==> src/rtl/arcade_input_ctrl.sv <==
// Input conditioning and pause control in front of the galaga core: joystick mapping, coin pulse shaping, pause/dim.
// Latency: player inputs 2 cycles from port change; coin pulse rises 2 cycles after the port edge; pause is combinational.
// Backpressure: none; pause holds coin timing (pulses stretch, never cut) and one extra coin press is queued.
//
// Ports:
//   clk_sys, reset             - system clock, asynchronous active-high reset
//   joystick_0/1               - hps_io joystick words (bits 0-3 dirs, 4 fire, 5/6 start, 7 coin, 8 pause)
//   osd_status, osd_pause_en   - OSD open / pause-while-OSD enabled
//   hs_access                  - hiscore module pause request
//   m_up..m_fire, m_start1/2   - combined player inputs to the core
//   m_coin1/2                  - fixed-width coin pulses
//   pause, pause_toggle        - core pause, user pause state
//   dim_video                  - halve RGB intensity after a long user pause

module arcade_input_ctrl #(
    parameter int unsigned COIN_PULSE_CYCLES = 1800000,
    parameter int unsigned COIN_GAP_CYCLES   = 1800000,
    parameter logic [31:0] DIM_CYCLES        = 32'hABA9500
) (
    input  logic        clk_sys,
    input  logic        reset,
    input  logic [15:0] joystick_0,
    input  logic [15:0] joystick_1,
    input  logic        osd_status,
    input  logic        osd_pause_en,
    input  logic        hs_access,
    output logic        m_up,
    output logic        m_down,
    output logic        m_left,
    output logic        m_right,
    output logic        m_fire,
    output logic        m_start1,
    output logic        m_start2,
    output logic        m_coin1,
    output logic        m_coin2,
    output logic        pause,
    output logic        pause_toggle,
    output logic        dim_video
);

    localparam logic [1:0] ST_IDLE  = 2'd0;
    localparam logic [1:0] ST_PULSE = 2'd1;
    localparam logic [1:0] ST_GAP   = 2'd2;

    localparam logic [31:0] PULSE_LOAD = 32'(COIN_PULSE_CYCLES - 1);
    localparam logic [31:0] GAP_LOAD   = 32'(COIN_GAP_CYCLES - 1);

    // Only bits 8:0 of the joystick words carry anything this block uses.
    logic [8:0] r_joy0_q;
    logic [8:0] r_joy1_q;
    logic [8:7] r_joy0_qq;
    logic [8:7] r_joy1_qq;

    logic [8:0] w_j;
    logic       w_pause_edge;
    logic [1:0] w_coin_edge;
    logic       w_unused;

    logic       r_pause_toggle;
    logic [31:0] r_dim_cnt;
    logic       r_dim;

    logic [1:0]  r_state [2];
    logic [31:0] r_cnt   [2];
    logic [1:0]  r_pend;
    logic [1:0]  r_coin;

    assign w_unused = &{1'b0, joystick_0[15:9], joystick_1[15:9]};

    // ------------------------------------------------------------------
    // Input stage
    // ------------------------------------------------------------------
    always_ff @(posedge clk_sys or posedge reset) begin
        if (reset) begin
            r_joy0_q  <= '0;
            r_joy1_q  <= '0;
            r_joy0_qq <= '0;
            r_joy1_qq <= '0;
        end else begin
            r_joy0_q  <= joystick_0[8:0];
            r_joy1_q  <= joystick_1[8:0];
            r_joy0_qq <= r_joy0_q[8:7];
            r_joy1_qq <= r_joy1_q[8:7];
        end
    end

    assign w_j          = r_joy0_q | r_joy1_q;
    // Pause button is shared by both players, so edge-detect the combined bit.
    assign w_pause_edge = w_j[8] & ~(r_joy0_qq[8] | r_joy1_qq[8]);
    assign w_coin_edge  = {r_joy1_q[7] & ~r_joy1_qq[7], r_joy0_q[7] & ~r_joy0_qq[7]};

    // ------------------------------------------------------------------
    // Player inputs
    // ------------------------------------------------------------------
    always_ff @(posedge clk_sys or posedge reset) begin
        if (reset) begin
            m_up     <= 1'b0;
            m_down   <= 1'b0;
            m_left   <= 1'b0;
            m_right  <= 1'b0;
            m_fire   <= 1'b0;
            m_start1 <= 1'b0;
            m_start2 <= 1'b0;
        end else begin
            m_up     <= w_j[3];
            m_down   <= w_j[2];
            m_left   <= w_j[1];
            m_right  <= w_j[0];
            m_fire   <= w_j[4];
            // Each pad's "select" bit acts as the other player's start.
            m_start1 <= r_joy0_q[5] | r_joy1_q[6];
            m_start2 <= r_joy1_q[5] | r_joy0_q[6];
        end
    end

    // ------------------------------------------------------------------
    // Pause
    // ------------------------------------------------------------------
    always_ff @(posedge clk_sys or posedge reset) begin
        if (reset) begin
            r_pause_toggle <= 1'b0;
        end else if (w_pause_edge) begin
            r_pause_toggle <= ~r_pause_toggle;
        end
    end

    assign pause        = hs_access | r_pause_toggle | (osd_status & osd_pause_en);
    assign pause_toggle = r_pause_toggle;

    // ------------------------------------------------------------------
    // Dim timer: only the user toggle counts, so hiscore/OSD pauses never dim.
    // ------------------------------------------------------------------
    always_ff @(posedge clk_sys or posedge reset) begin
        if (reset) begin
            r_dim_cnt <= '0;
            r_dim     <= 1'b0;
        end else begin
            if (!r_pause_toggle) begin
                r_dim_cnt <= '0;
            end else if (r_dim_cnt < DIM_CYCLES) begin
                r_dim_cnt <= r_dim_cnt + 32'd1;
            end
            r_dim <= (r_dim_cnt >= DIM_CYCLES);
        end
    end

    assign dim_video = r_dim;

    // ------------------------------------------------------------------
    // Coin FSMs (index 0 = coin1, 1 = coin2)
    // ------------------------------------------------------------------
    always_ff @(posedge clk_sys or posedge reset) begin
        if (reset) begin
            for (int i = 0; i < 2; i++) begin
                r_state[i] <= ST_IDLE;
                r_cnt[i]   <= '0;
            end
            r_pend <= '0;
            r_coin <= '0;
        end else begin
            for (int i = 0; i < 2; i++) begin
                case (r_state[i])
                    ST_IDLE: begin
                        // A fresh edge starts immediately rather than waiting a cycle in pending.
                        if ((r_pend[i] || w_coin_edge[i]) && !pause) begin
                            r_pend[i]  <= 1'b0;
                            r_cnt[i]   <= PULSE_LOAD;
                            r_state[i] <= ST_PULSE;
                            r_coin[i]  <= 1'b1;
                        end else begin
                            r_pend[i] <= r_pend[i] | w_coin_edge[i];
                        end
                    end
                    ST_PULSE: begin
                        r_pend[i] <= r_pend[i] | w_coin_edge[i];
                        if (!pause) begin
                            if (r_cnt[i] == 32'd0) begin
                                r_cnt[i]   <= GAP_LOAD;
                                r_state[i] <= ST_GAP;
                                r_coin[i]  <= 1'b0;
                            end else begin
                                r_cnt[i] <= r_cnt[i] - 32'd1;
                            end
                        end
                    end
                    ST_GAP: begin
                        if (!pause && r_cnt[i] == 32'd0) begin
                            // Last gap cycle doubles as the IDLE decision for an already-queued coin,
                            // so back-to-back pulses are separated by exactly the gap length.
                            // An edge arriving now is only queued and starts from IDLE.
                            r_pend[i] <= w_coin_edge[i];
                            if (r_pend[i]) begin
                                r_cnt[i]   <= PULSE_LOAD;
                                r_state[i] <= ST_PULSE;
                                r_coin[i]  <= 1'b1;
                            end else begin
                                r_state[i] <= ST_IDLE;
                            end
                        end else begin
                            r_pend[i] <= r_pend[i] | w_coin_edge[i];
                            if (!pause) begin
                                r_cnt[i] <= r_cnt[i] - 32'd1;
                            end
                        end
                    end
                    default: begin
                        r_state[i] <= ST_IDLE;
                        r_coin[i]  <= 1'b0;
                    end
                endcase
            end
        end
    end

    assign m_coin1 = r_coin[0];
    assign m_coin2 = r_coin[1];

endmodule

==> config.mk <==
export PLATFORM = sky130hd
export DESIGN_NAME = arcade_input_ctrl
export DESIGN_NICKNAME = d
export VERILOG_FILES = /design/src/rtl/arcade_input_ctrl.sv
export SDC_FILE = /design/constraint.sdc
export NUM_CORES = 1
export LEC_CHECK = 0
export BUFFER_PORTS_ARGS = -buffer_cell sky130_fd_sc_hd__buf_2
export CAP_MARGIN = 25
export CORE_MARGIN = 2
export CORE_UTILIZATION = 58
export CTS_CLUSTER_DIAMETER = 120
export DETAILED_ROUTE_END_ITERATION = 7
export PLACE_DENSITY_LB_ADDON = 0.1
export SLEW_MARGIN = 10
export SYNTH_ARGS = -nofsm -noshare
export SYNTH_HDL_FRONTEND = slang
export SYNTH_SLANG_ARGS = --single-unit
==> constraint.sdc <==
create_clock -name clk_sys -period 10.1 [get_ports clk_sys]
set_input_delay 1.515 -clock clk_sys [delete_from_list [all_inputs] [get_ports clk_sys]]
set_output_delay 1.515 -clock clk_sys [all_outputs]
set_load 0.02 [all_outputs]
### Word level (Yosys, flattened, before mapping)

Index checks and enable logic that the tools add are counted.

* add/sub/neg operators: 3
* order comparisons: 2
* equal/unequal tests: 19
* multiplexer cells: 46
* bitwise gates (word level): 16
* reductions and logical operators: 19

Operators with widths (number)
* $mux 32: 14
* $pmux 32 s3: 2
* $logic_not 32->1: 2
* $sub 32x1->32 const B: 2
* $add 32x1->32 const B: 1
* $ge 32x28->1 const B: 1
* $lt 32x28->1 const B: 1
* $ne 2x2->1 const B: 10
* $reduce_and 5->1: 4
* $mux 1: 16
* $mux 2: 8
* $ne 3x3->1 const B: 4
* $pmux 1 s3: 4
* $pmux 2 s3: 2
* $or 9x9->9: 1
* $reduce_and 4->1: 2
* $or 1x1->1: 7
* $reduce_bool 3->1: 2
* $and 1x1->1: 4
* $eq 2x1->1 const B: 2
* $eq 2x2->1 const B: 2
* $logic_and 1x1->1: 4
* $logic_not 2->1: 2
* $not 1->1: 4
* other kinds (3): 4

* bits in registers: 135
* bits of input ports: 37
* word-level logic and storage cells: 127

### Longest topological paths before layout

Gate-level depths: netlist of the first run.

* depth in word-level cells: 6
* mapped depth: 11
* mapped depth without buffers: 8

### Least setup slack after synthesis of the first run

OpenSTA, ideal clock, no wires.

* path type: input to output
* start point: input osd_status
* end point: output pause
* arrival time: 2.418 ns
* data required time: 8.585 ns
* path slack: 6.167 ns
* stages: 3
* path buffers: 1
* path through: a211oi_1 -> inv_1 -> clkbuf_1

* cells in the longest elaborated chain, start to end: 2

Ends and longest elaborated chain
* start, declared: RTL line 24 `input logic osd_status,`
* $and 1x1->1: RTL line 127 `assign pause = hs_access | r_pause_toggle | (osd_status & osd_pause_en);`
* $or 1x1->1: RTL line 127
* end, declared: RTL line 36 `output logic pause,`

No other way between the ends.

### Worst setup path after layout of the first run

Ends and elaborated chain as after synthesis.

==> flow_metrics.py, run 1 <==
metrics = {
    "final_layout": {
        "antenna_cells": 0,
        "multi_input_area_sq_um": 3470,
        "final_core_util": 0.664,
        "areaGrowthSynthToFinish_pct": 11.9,
        "seq_area_sq_um": 3380,
        "stdcell_count": 941,
        "num-nets-final": 832,
        "fill_cells": 978,
        "drive_gt1_frac": 0.128,
    },
    "sta": {
        "max_freq_mhz": 250,
        "rsz0062_at_grt": "no",
        "post-route-min-period_ns": 4.01,
        "finalHoldViolCount": 0,
        "worst-slew-pin-transition_ns": 0.975,
        "post-route-period-util": 0.397,
        "finalClockSkew_ns": 0.00623,
        "slew_violations": 0,
        "relSlewSlack": 0.347,
        "setup-violations-final": 0,
        "fin_setup_tns_ns": 0,
    },
    "global_route": {
        "antenna_found_initial": 0,
        "grt_pass1_vias": 5581,
        "grtUsageTotal": 0.252,
        "grt-ovfl-total": 0,
        "grt_pass1_wl_mm": 26.3,
        "grt_max_degree": 77,
    },
    "yosys": {
        "synth_nets": 810,
        "synthArstFlopShare": 1.00,
        "ys_types": 63,
        "synth.area.top_cells": "dfrtp_1 48%, a21oi_1 5.6%, nor2_1 2.8%",
        "synth_seq_cells": 135,
        "synth_warnings": 0,
        "synth.cell_area_sq_um": 7100,
        "syn_avg_cell_area_sq_um": 9.35,
        "synth_edf_count": 0,
        "ys_seq_area_frac": 0.476,
        "netlist_instances": 759,
        "yosys-top-cells-count": "135 x dfrtp_1, 79 x a21oi_1, 53 x nor2_1, 48 x nand2_1, 38 x o21ai_0",
        "yosysMostFrequentCell": "dfrtp_1",
        "synthFlopType": "dfrtp_1",
        "synth_top_area_share": 0.476,
        "yosysTopAreaCell": "dfrtp_1",
    },
    "placement": {
        "gp_routability_congestion": 0.876,
        "placed_cells": 909,
        "dp_hpwl_mm": 10.1,
        "port_buffers": 34,
    },
    "cts": {
        "cts_buffers": 17,
        "cts_resized": 0,
        "clk_pin_slew_ns": 0.06,
        "cts_tree": "yes",
        "clock_path_buffers": 2,
        "postCtsSetupBuffers": 0,
        "holdBufCountCts": 0,
        "clk_latency_ns": 0.43,
        "cts_max_level": 4,
        "cts_sinks": 135,
        "cts-root-buf": "clkbuf_16",
    },
    "route": {
        "via_per_inst": 6.42,
        "drc": 0,
        "drtIter0Drc": 602,
        "dr.pass1.iters": 5,
        "ant_nets": 0,
        "routedWlPerCell_um": 16.5,
        "via_count": 6039,
        "wl_mm": 15.5,
    },
    "run_status": {
        "status": "completed",
    },
    "setup_path": {
        "cp.arrival_ns": 2.49,
        "crit_path_start": "osd_status",
        "reg2reg_from": "r_cnt[32]",
        "critPathRequiredTime_ns": 8.59,
        "cp-end-kind": "primary output",
        "reg2regPathDepth": 9,
        "crit_fanout": 13,
        "start_kind": "input port",
        "reg2reg_to": "r_cnt[53]",
        "reg2reg_slack_ns": 6.68,
        "crit_type": "input port to primary output",
        "crit_end": "pause",
    },
    "die": {
        "die_w_um": 115,
        "rows": 40,
        "die_y_um": 115,
        "num_io_pins": 49,
        "start_util": 0.594,
        "core_area_sq_um": 12000,
        "design.die.area_sq_um": 13100,
    },
    "hold_path": {
        "hold_class": "register to register",
    },
    "pwr": {
        "ir_worst_vdd_v": 0.000182,
        "fin_total_pwr_mw": 1.76,
        "power.density_nw_per_um2": 222,
        "p_leak_nw": 3.23,
    },
    "run": {
        "maxCapViolations": 0,
    },
}
## per-layer routing
metal  global-route usage  vias to the layer above  wire, um
met5                    0                        -         0
met4               0.0659                        0       122
met1                0.335                     2962      7150
li1                     -                     2894         -
met3               0.0731                       10       768
met2                0.407                      173      7500
## critical path, stage by stage
cell and delay (ns):
buf_2 0.10, a211oi_1 0.23, buf_4 0.21, inv_1 0.21, buf_2 0.23
## state kept, by name, indices dropped and copies added (netlist names), 2 cells and up
signal / flops
r_state: 4
r_joy1_qq: 2
r_joy0_q: 9
r_coin: 2
r_dim_cnt: 32
r_cnt: 64
r_joy0_qq: 2
r_pend: 2
r_joy1_q: 9
## through the flow
stage | hold slack, ns | cell area [sq um] | worst slack, ns
global route | 0.387 | 7940 | 5.97
global placement | 0.358 | 7370 | 6.02
finish | 0.373 | 7940 | 6.09
detailed placement | 0.364 | 7370 | 5.97
CTS | 0.374 | 7940 | 6.10
floorplan | 0.347 | 7100 | 4.97
## cell type report
type                    count  share of cell area
clock buffers              18              0.0540
repair buffers             43              0.0299
flip-flops and latches    135               0.425
multi-input cells         558               0.437
inverters                  26              0.0129
clock inverters            14              0.0176
well taps                 147              0.0232
## kinds of logic after synthesis
group                    count (synthesis)  share of synthesized area
AND/OR/NAND/NOR                        286                      0.216
AO/OA/AOI/OAI                          250                      0.235
flip-flops                             135                      0.476
buffers and inverters                   66                     0.0370
adder cells (fa/ha/maj)                 14                     0.0247
multiplexers                             6                    0.00899
XOR/XNOR                                 2                    0.00247
## worst min path at each step
stage | from | to | cells after the start
2_1_floorplan | r_joy0_q[7] | r_joy0_qq[7] | 0
3_3_place_gp | r_joy1_q[7] | r_joy1_qq[7] | 0
3_5_place_dp | r_joy0_q[7] | r_joy0_qq[7] | 0
4_1_cts | r_joy1_q[7] | r_joy1_qq[7] | 0
5_1_grt | r_joy1_q[7] | r_joy1_qq[7] | 0
6_report | r_joy0_q[7] | r_joy0_qq[7] | 0
## power by group
group          switching, mW  leakage, nW  internal, mW
sequential            0.0814         1.66         0.603
combinational          0.297         1.30         0.177
clock                  0.257        0.275         0.345
total                  0.636         3.23          1.13
## cell usage in the layout (no fill, tap or decap), types with 4 or more instances in the layout
| cell type | netlist | routed |
|---|---|---|
| or4_1 | 22 | 22 |
| nor2b_1 | 5 | 5 |
| a21o_1 | 11 | 11 |
| o21ai_0 | 38 | 38 |
| ha_1 | 14 | 14 |
| or3_1 | 23 | 23 |
| nor4_1 | 16 | 16 |
| or2_2 | 14 | 14 |
| inv_1 | 25 | 24 |
| nand4_1 | 12 | 12 |
| o311ai_0 | 5 | 5 |
| o22a_1 | 20 | 20 |
| buf_4 | 1 | 9 |
| a22o_1 | 12 | 12 |
| nand2b_1 | 6 | 6 |
| a21oi_1 | 79 | 79 |
| o31ai_1 | 21 | 21 |
| a2bb2oi_1 | 4 | 4 |
| nor2_1 | 53 | 53 |
| dfrtp_1 | 135 | 135 |
| inv_6 | 0 | 7 |
| o21a_1 | 13 | 13 |
| nand3_1 | 21 | 21 |
| a211oi_1 | 5 | 4 |
| nor4b_1 | 4 | 4 |
| buf_2 | 3 | 34 |
| nor3_1 | 33 | 33 |
| clkbuf_16 | 0 | 17 |
| o21ai_1 | 4 | 4 |
| a31oi_1 | 10 | 10 |
| nand2_1 | 48 | 48 |
| and3_1 | 8 | 8 |
| and2_1 | 11 | 11 |
Power figures use the tool's default switching activity.
==> inputs of run 2 (changes only) <==
clock period = 3.99 ns   (was 10.1 ns; I/O delays follow)
==> run 2 against run 1 <==
  * Critical path depth increased by 4
  * Die area unchanged
  * Global-route usage increased by 0.92 points
  * Wire length rose by 3.9%
  * Register-to-register slack got worse by 6.0 ns
  * Critical path type is now register to register
  * Critical endpoint is now r_cnt[53]
  * Largest cell class unchanged
==> flow_metrics.py, run 2 (same netlist as run 1, synthesis figures left out) <==
metrics = {
    "run_status": {
        "status": "completed",
    },
    "cts": {
        "cts_tree": "yes",
        "cts_sinks": 135,
        "cts_resized": 0,
        "postCtsSetupBuffers": 0,
        "cts_buffers": 17,
        "clock_path_buffers": 2,
        "cts_max_level": 4,
        "holdBufCountCts": 0,
        "cts-root-buf": "clkbuf_16",
        "clk_pin_slew_ns": 0.06,
        "clk_latency_ns": 0.43,
    },
    "sta": {
        "relSlewSlack": 0.411,
        "post-route-period-util": 0.830,
        "timing.hold.ws_ns": 0.274,
        "setup-violations-final": 0,
        "fin_setup_tns_ns": 0,
        "finalClockSkew_ns": 0.00811,
        "finalHoldViolCount": 0,
        "rsz0062_at_grt": "no",
        "worst-slew-pin-transition_ns": 0.880,
        "post-route-min-period_ns": 3.31,
        "slew_violations": 0,
        "max_freq_mhz": 302,
    },
    "final_layout": {
        "final_area_sq_um": 8010,
        "fill_cells": 944,
        "largest_reg_flops": 64,
        "num-nets-final": 838,
        "multi_input_area_sq_um": 3470,
        "final_core_util": 0.670,
        "drive_gt1_frac": 0.136,
        "final_common_cell": "dfrtp_1",
        "areaGrowthSynthToFinish_pct": 12.8,
        "antenna_cells": 0,
        "reg_top3": "r_cnt: 64 flops, r_dim_cnt: 32 flops",
        "seq_area_sq_um": 3380,
        "final_cell_mix": "135 x dfrtp_1, 79 x a21oi_1, 53 x nor2_1",
        "top_register": "r_cnt",
    },
    "setup_path": {
        "cp_num_buf_inv": 2,
        "path_cells": "inv_1, ha_1, nor4b_1, or4b_1, or4b_1, a31oi_1, buf_4, nor2_2, a221o_1",
        "crit_type": "register to register",
        "cp.arrival_ns": 3.62,
        "start_kind": "register",
        "cp_slowest_cell": "or4b_1",
        "cpMostUsedCell": "or4b_1",
        "reg2reg_to": "r_cnt[53]",
        "crit_path_start": "r_cnt[32]",
        "crit_end": "r_cnt[53]",
        "crit_fanout": 20,
        "critPathRequiredTime_ns": 4.30,
        "cp-end-kind": "register",
        "reg2reg_from": "r_cnt[32]",
        "cpPeakStageDelay_ns": 0.54,
        "cpLargestDelayFamily": "simple AND/OR/NAND/NOR gates",
        "reg2reg_slack_ns": 0.68,
        "cp.depth": 9,
        "reg2regPathDepth": 9,
    },
    "route": {
        "via_count": 6071,
        "routedWlPerCell_um": 17.1,
        "dr.pass1.iters": 5,
        "drtIter0Drc": 451,
        "wl_mm": 16.2,
        "ant_nets": 0,
        "drc": 0,
        "via_per_inst": 6.41,
    },
    "global_route": {
        "grt-ovfl-total": 0,
        "grtUsageTotal": 0.261,
        "grt_pass1_wl_mm": 27.5,
        "grt_pass1_vias": 5825,
        "grt_max_degree": 136,
        "antenna_found_initial": 0,
    },
    "die": {
        "start_util": 0.594,
        "die_w_um": 115,
        "die_y_um": 115,
        "design.die.area_sq_um": 13100,
        "num_io_pins": 49,
        "core_area_sq_um": 12000,
        "rows": 40,
    },
    "hold_path": {
        "hold_class": "input port to register",
    },
    "pwr": {
        "power.density_nw_per_um2": 565,
        "ir_worst_vdd_v": 0.000446,
        "p_leak_nw": 3.27,
    },
    "placement": {
        "gp_routability_congestion": 0.816,
        "place_area_sq_um": 7430,
        "port_buffers": 34,
        "dp_hpwl_mm": 10.1,
    },
    "run": {
        "maxCapViolations": 0,
    },
}
run 2: where the power goes:
| group | switching (mW) | internal (mW) | total, mW | leakage [nW] |
|---|---|---|---|---|
| registers | 0.194 | 1.53 | 1.72 | 1.66 |
| clock network | 0.669 | 0.883 | 1.55 | 0.287 |
| logic | 0.785 | 0.468 | 1.25 | 1.32 |
run 2: through the flow:
step                std cells  power [mW]  worst slack [ns]
floorplan                 759        2.66              1.13
detailed placement        915        2.98             0.730
finish                    947        4.53             0.680
global route              947        4.78             0.518
global placement          915        2.91             0.789
CTS                       947        4.54             0.706
run 2: layout make-up:
type / instances / area share
multi-input cells: 558 / 0.433
well taps: 147 / 0.0230
clock buffers: 17 / 0.0531
flip-flops and latches: 135 / 0.422
repair buffers: 49 / 0.0369
clock inverters: 15 / 0.0194
inverters: 26 / 0.0127
run 2: per-layer routing:
metal,part of all wire,GRT usage,up-vias,wire length [um]
li1,-,-,2915,-
met1,0.45,0.346,2992,7350
met2,0.49,0.429,157,7980
met3,0.046,0.0619,7,747
met4,0.0052,0.0764,0,84
met5,0,0,-,0
run 2: worst min-delay path by stage:
stage / slack (ns) / startpoint / cells past startpoint / end
after global placement: 0.36 / r_joy1_q[7] / 0 / r_joy1_qq[7]
final: 0.27 / joystick_0[3] / 1 / r_joy0_q[3]
after floorplan: 0.35 / r_joy0_q[7] / 0 / r_joy0_qq[7]
after CTS: 0.27 / joystick_1[2] / 1 / r_joy1_q[2]
after global routing: 0.26 / joystick_1[4] / 1 / r_joy1_q[4]
after detailed placement: 0.36 / r_joy1_q[7] / 0 / r_joy1_qq[7]
==> inputs of run 3 (changes only) <==
CORE_UTILIZATION = 55   (was 58)
clock period = 2.8 ns   (was 3.99 ns; I/O delays follow)
==> run 3 against run 2 <==
  * The run now ends with setup timing left
  * Combinational power rose by 88%
  * Worst hold slack got worse by 0.18 ns
  * Sequential power rose by 38%
  * Global-route usage fell by 1.3 points
  * First-iteration DRC count rose by 9.1%
  * Clock skew rose by 0.0027 ns
  * Core utilization rose by 0.81 points
  * Die area rose by 5.3%
  * Final cell count rose by 8.7%
  * Critical path depth fell by 2
  * Critical path type unchanged
  * Critical endpoint unchanged
  * Largest power group unchanged
  * Highest routed layer unchanged
==> flow_metrics.py, run 3 (same netlist as run 1, synthesis figures left out) <==
metrics = {
    "cts": {
        "clock_path_buffers": 2,
        "cts_tree": "yes",
        "holdBufCountCts": 0,
        "clk_latency_ns": 0.43,
        "cts-root-buf": "clkbuf_16",
        "cts_buffers": 17,
        "cts_max_level": 4,
        "cts_sinks": 135,
        "clk_pin_slew_ns": 0.06,
    },
    "die": {
        "die_w_um": 118,
        "design.die.area_sq_um": 13800,
        "core_area_sq_um": 12600,
        "die_y_um": 118,
        "start_util": 0.563,
        "num_io_pins": 49,
        "rows": 41,
    },
    "setup_path": {
        "critPathRequiredTime_ns": 3.11,
        "cp_slowest_cell": "or4_4",
        "cpPeakStageDelay_ns": 0.55,
        "crit_type": "register to register",
        "cp.arrival_ns": 3.16,
        "path_cells": "or4_4, or4b_4, or4b_4, a31oi_4, buf_6, nor2_4, a221o_1",
        "start_kind": "register",
        "cpMostUsedCell": "or4b_4",
        "cp-end-kind": "register",
        "crit_fanout": 8,
    },
    "sta": {
        "max_freq_mhz": 352,
        "setup_slack_ns": -0.0444,
        "setup-violations-final": 3,
        "post-route-min-period_ns": 2.84,
        "worst-slew-pin-transition_ns": 0.876,
        "finalHoldViolCount": 0,
        "slew_violations": 0,
        "rsz0062_at_grt": "yes",
        "post-route-period-util": 1.02,
        "relSlewSlack": 0.414,
        "finalClockSkew_ns": 0.0108,
    },
    "pwr": {
        "p_comb_frac": 0.341,
        "seqPwrFrac": 0.345,
        "cell_internal_pwr_mw": 4.41,
        "p_leak_nw": 3.55,
        "ir_worst_vdd_v": 0.000622,
        "power.density_nw_per_um2": 806,
        "clockPowerShare": 0.315,
        "power_switching_mw": 2.48,
        "swShare": 0.359,
    },
    "global_route": {
        "gr-usage-met1": 0.339,
        "antenna_found_initial": 0,
        "grt_max_degree": 136,
        "met3_usage": 0.0596,
        "grt_pass1_vias": 5959,
        "top_usage_layer": "met2",
        "use_met2": 0.391,
        "grtUsageTotal": 0.248,
        "grt-ovfl-total": 0,
        "grt_pass1_wl_mm": 28.1,
    },
    "route": {
        "dr.pass1.iters": 5,
        "routedWlPerCell_um": 16.1,
        "via_per_inst": 6.15,
        "drtIter0Drc": 492,
        "wl_mm": 16.5,
        "via_count": 6333,
        "drc": 0,
        "ant_nets": 0,
    },
    "final_layout": {
        "top_register": "r_cnt",
        "drive_gt1_frac": 0.207,
        "areaGrowthSynthToFinish_pct": 20.5,
        "largest_reg_flops": 64,
        "final_common_cell": "dfrtp_1",
        "num-nets-final": 896,
        "fill_cells": 1028,
        "reg_top3": "r_cnt: 64 flops, r_dim_cnt: 32 flops",
        "final_area_sq_um": 8550,
        "antenna_cells": 0,
        "final_cell_mix": "135 x dfrtp_1, 79 x a21oi_1, 69 x buf_4",
    },
    "run_status": {
        "status": "complete, but fails checks",
        "violations": "setup timing",
    },
    "hold_path": {
        "hold_class": "input port to register",
    },
    "run": {
        "maxCapViolations": 0,
    },
    "placement": {
        "dp_hpwl_mm": 10.9,
        "port_buffers": 34,
        "dp_slack_ns": -0.105,
        "place_area_sq_um": 7870,
        "gp_routability_congestion": 0.882,
    },
}
-- run 3: cell count changes in the layout (fill, tap and decap cells not counted), sizes merged --
| cell | change |
|---|---|
| buf | +57 |
| clkbuf | +1 |
| inv | -4 |
| clkinv | +1 |
| clkinvlp | +2 |
-- run 3: worst paths after layout --
check,startpoint,end,slack [ns],depth (start not counted)
hold reg to reg,r_joy1_q[7],r_joy1_qq[7],0.38,0
setup / recovery,r_cnt[37],r_cnt[53],-0.04,7
min in group asynchronous,reset,r_cnt[24],0.17,3
hold / removal,joystick_1[0],r_joy1_q[0],0.09,1
setup reg to reg,r_cnt[37],r_cnt[53],-0.04,7
max in group asynchronous,reset,r_cnt[47],2.06,3
-- run 3: cell type report --
| type | count | area [sq um] | area share |
|---|---|---|---|
| clock buffer | 17 | 425 | 0.0497 |
| tap | 172 | 215 | 0.0252 |
| timing repair buffer | 107 | 738 | 0.0863 |
| inverter | 26 | 101 | 0.0118 |
| sequential | 135 | 3380 | 0.395 |
| multi-input combinational | 558 | 3550 | 0.415 |
| clock inverter | 14 | 144 | 0.0168 |
-- run 3: routing by layer --
| metal | vias up | part of all wire |
|---|---|---|
| met4 | 0 | 0.010 |
| li1 | 3032 | - |
| met1 | 3126 | 0.45 |
| met5 | - | 0 |
| met2 | 159 | 0.49 |
| met3 | 16 | 0.050 |
-- run 3: repair_timing --
action / 4_1_cts / 5_1_grt
setup buffers: 2 / 0
endpoints found under the hold margin: 0 / 0
pin swaps: 3 / 3
setup endpoints to repair: 16 / 31
cloned: 0 / 1
resized for setup: 4 / 17
-- run 3: worst max-delay path, delay by kind of cell (launching register included) --
family,cells,cell delay (ns)
simple gates,4,1.68
compound gates,2,0.50
flops,1,0.39
buf+inv,1,0.16
-- run 3: stage by stage --
| step | std cells | utilization | total power, mW | hold slack (ns) | setup TNS (ns) |
|---|---|---|---|---|---|
| global placement | 995 | 0.624 | 4.46 | 0.354 | -0.288 |
| CTS | 1028 | 0.672 | 6.81 | 0.0736 | -0.106 |
| global route | 1029 | 0.678 | 7.29 | 0.0684 | -1.24 |
| detailed placement | 995 | 0.624 | 4.55 | 0.362 | -0.722 |
| floorplan | 759 | - | 3.79 | 0.347 | 0 |
| finish | 1029 | 0.678 | 6.89 | 0.0892 | -0.0733 |
-- run 3: power by group through the flow --
stage | logic [mW] | registers (mW) | clock network (mW)
global placement | 2.09 | 2.37 | 0
CTS | 2.23 | 2.36 | 2.22
detailed placement | 2.17 | 2.39 | 0
finish | 2.35 | 2.37 | 2.17
floorplan | 1.36 | 2.43 | 0
global route | 2.58 | 2.40 | 2.31
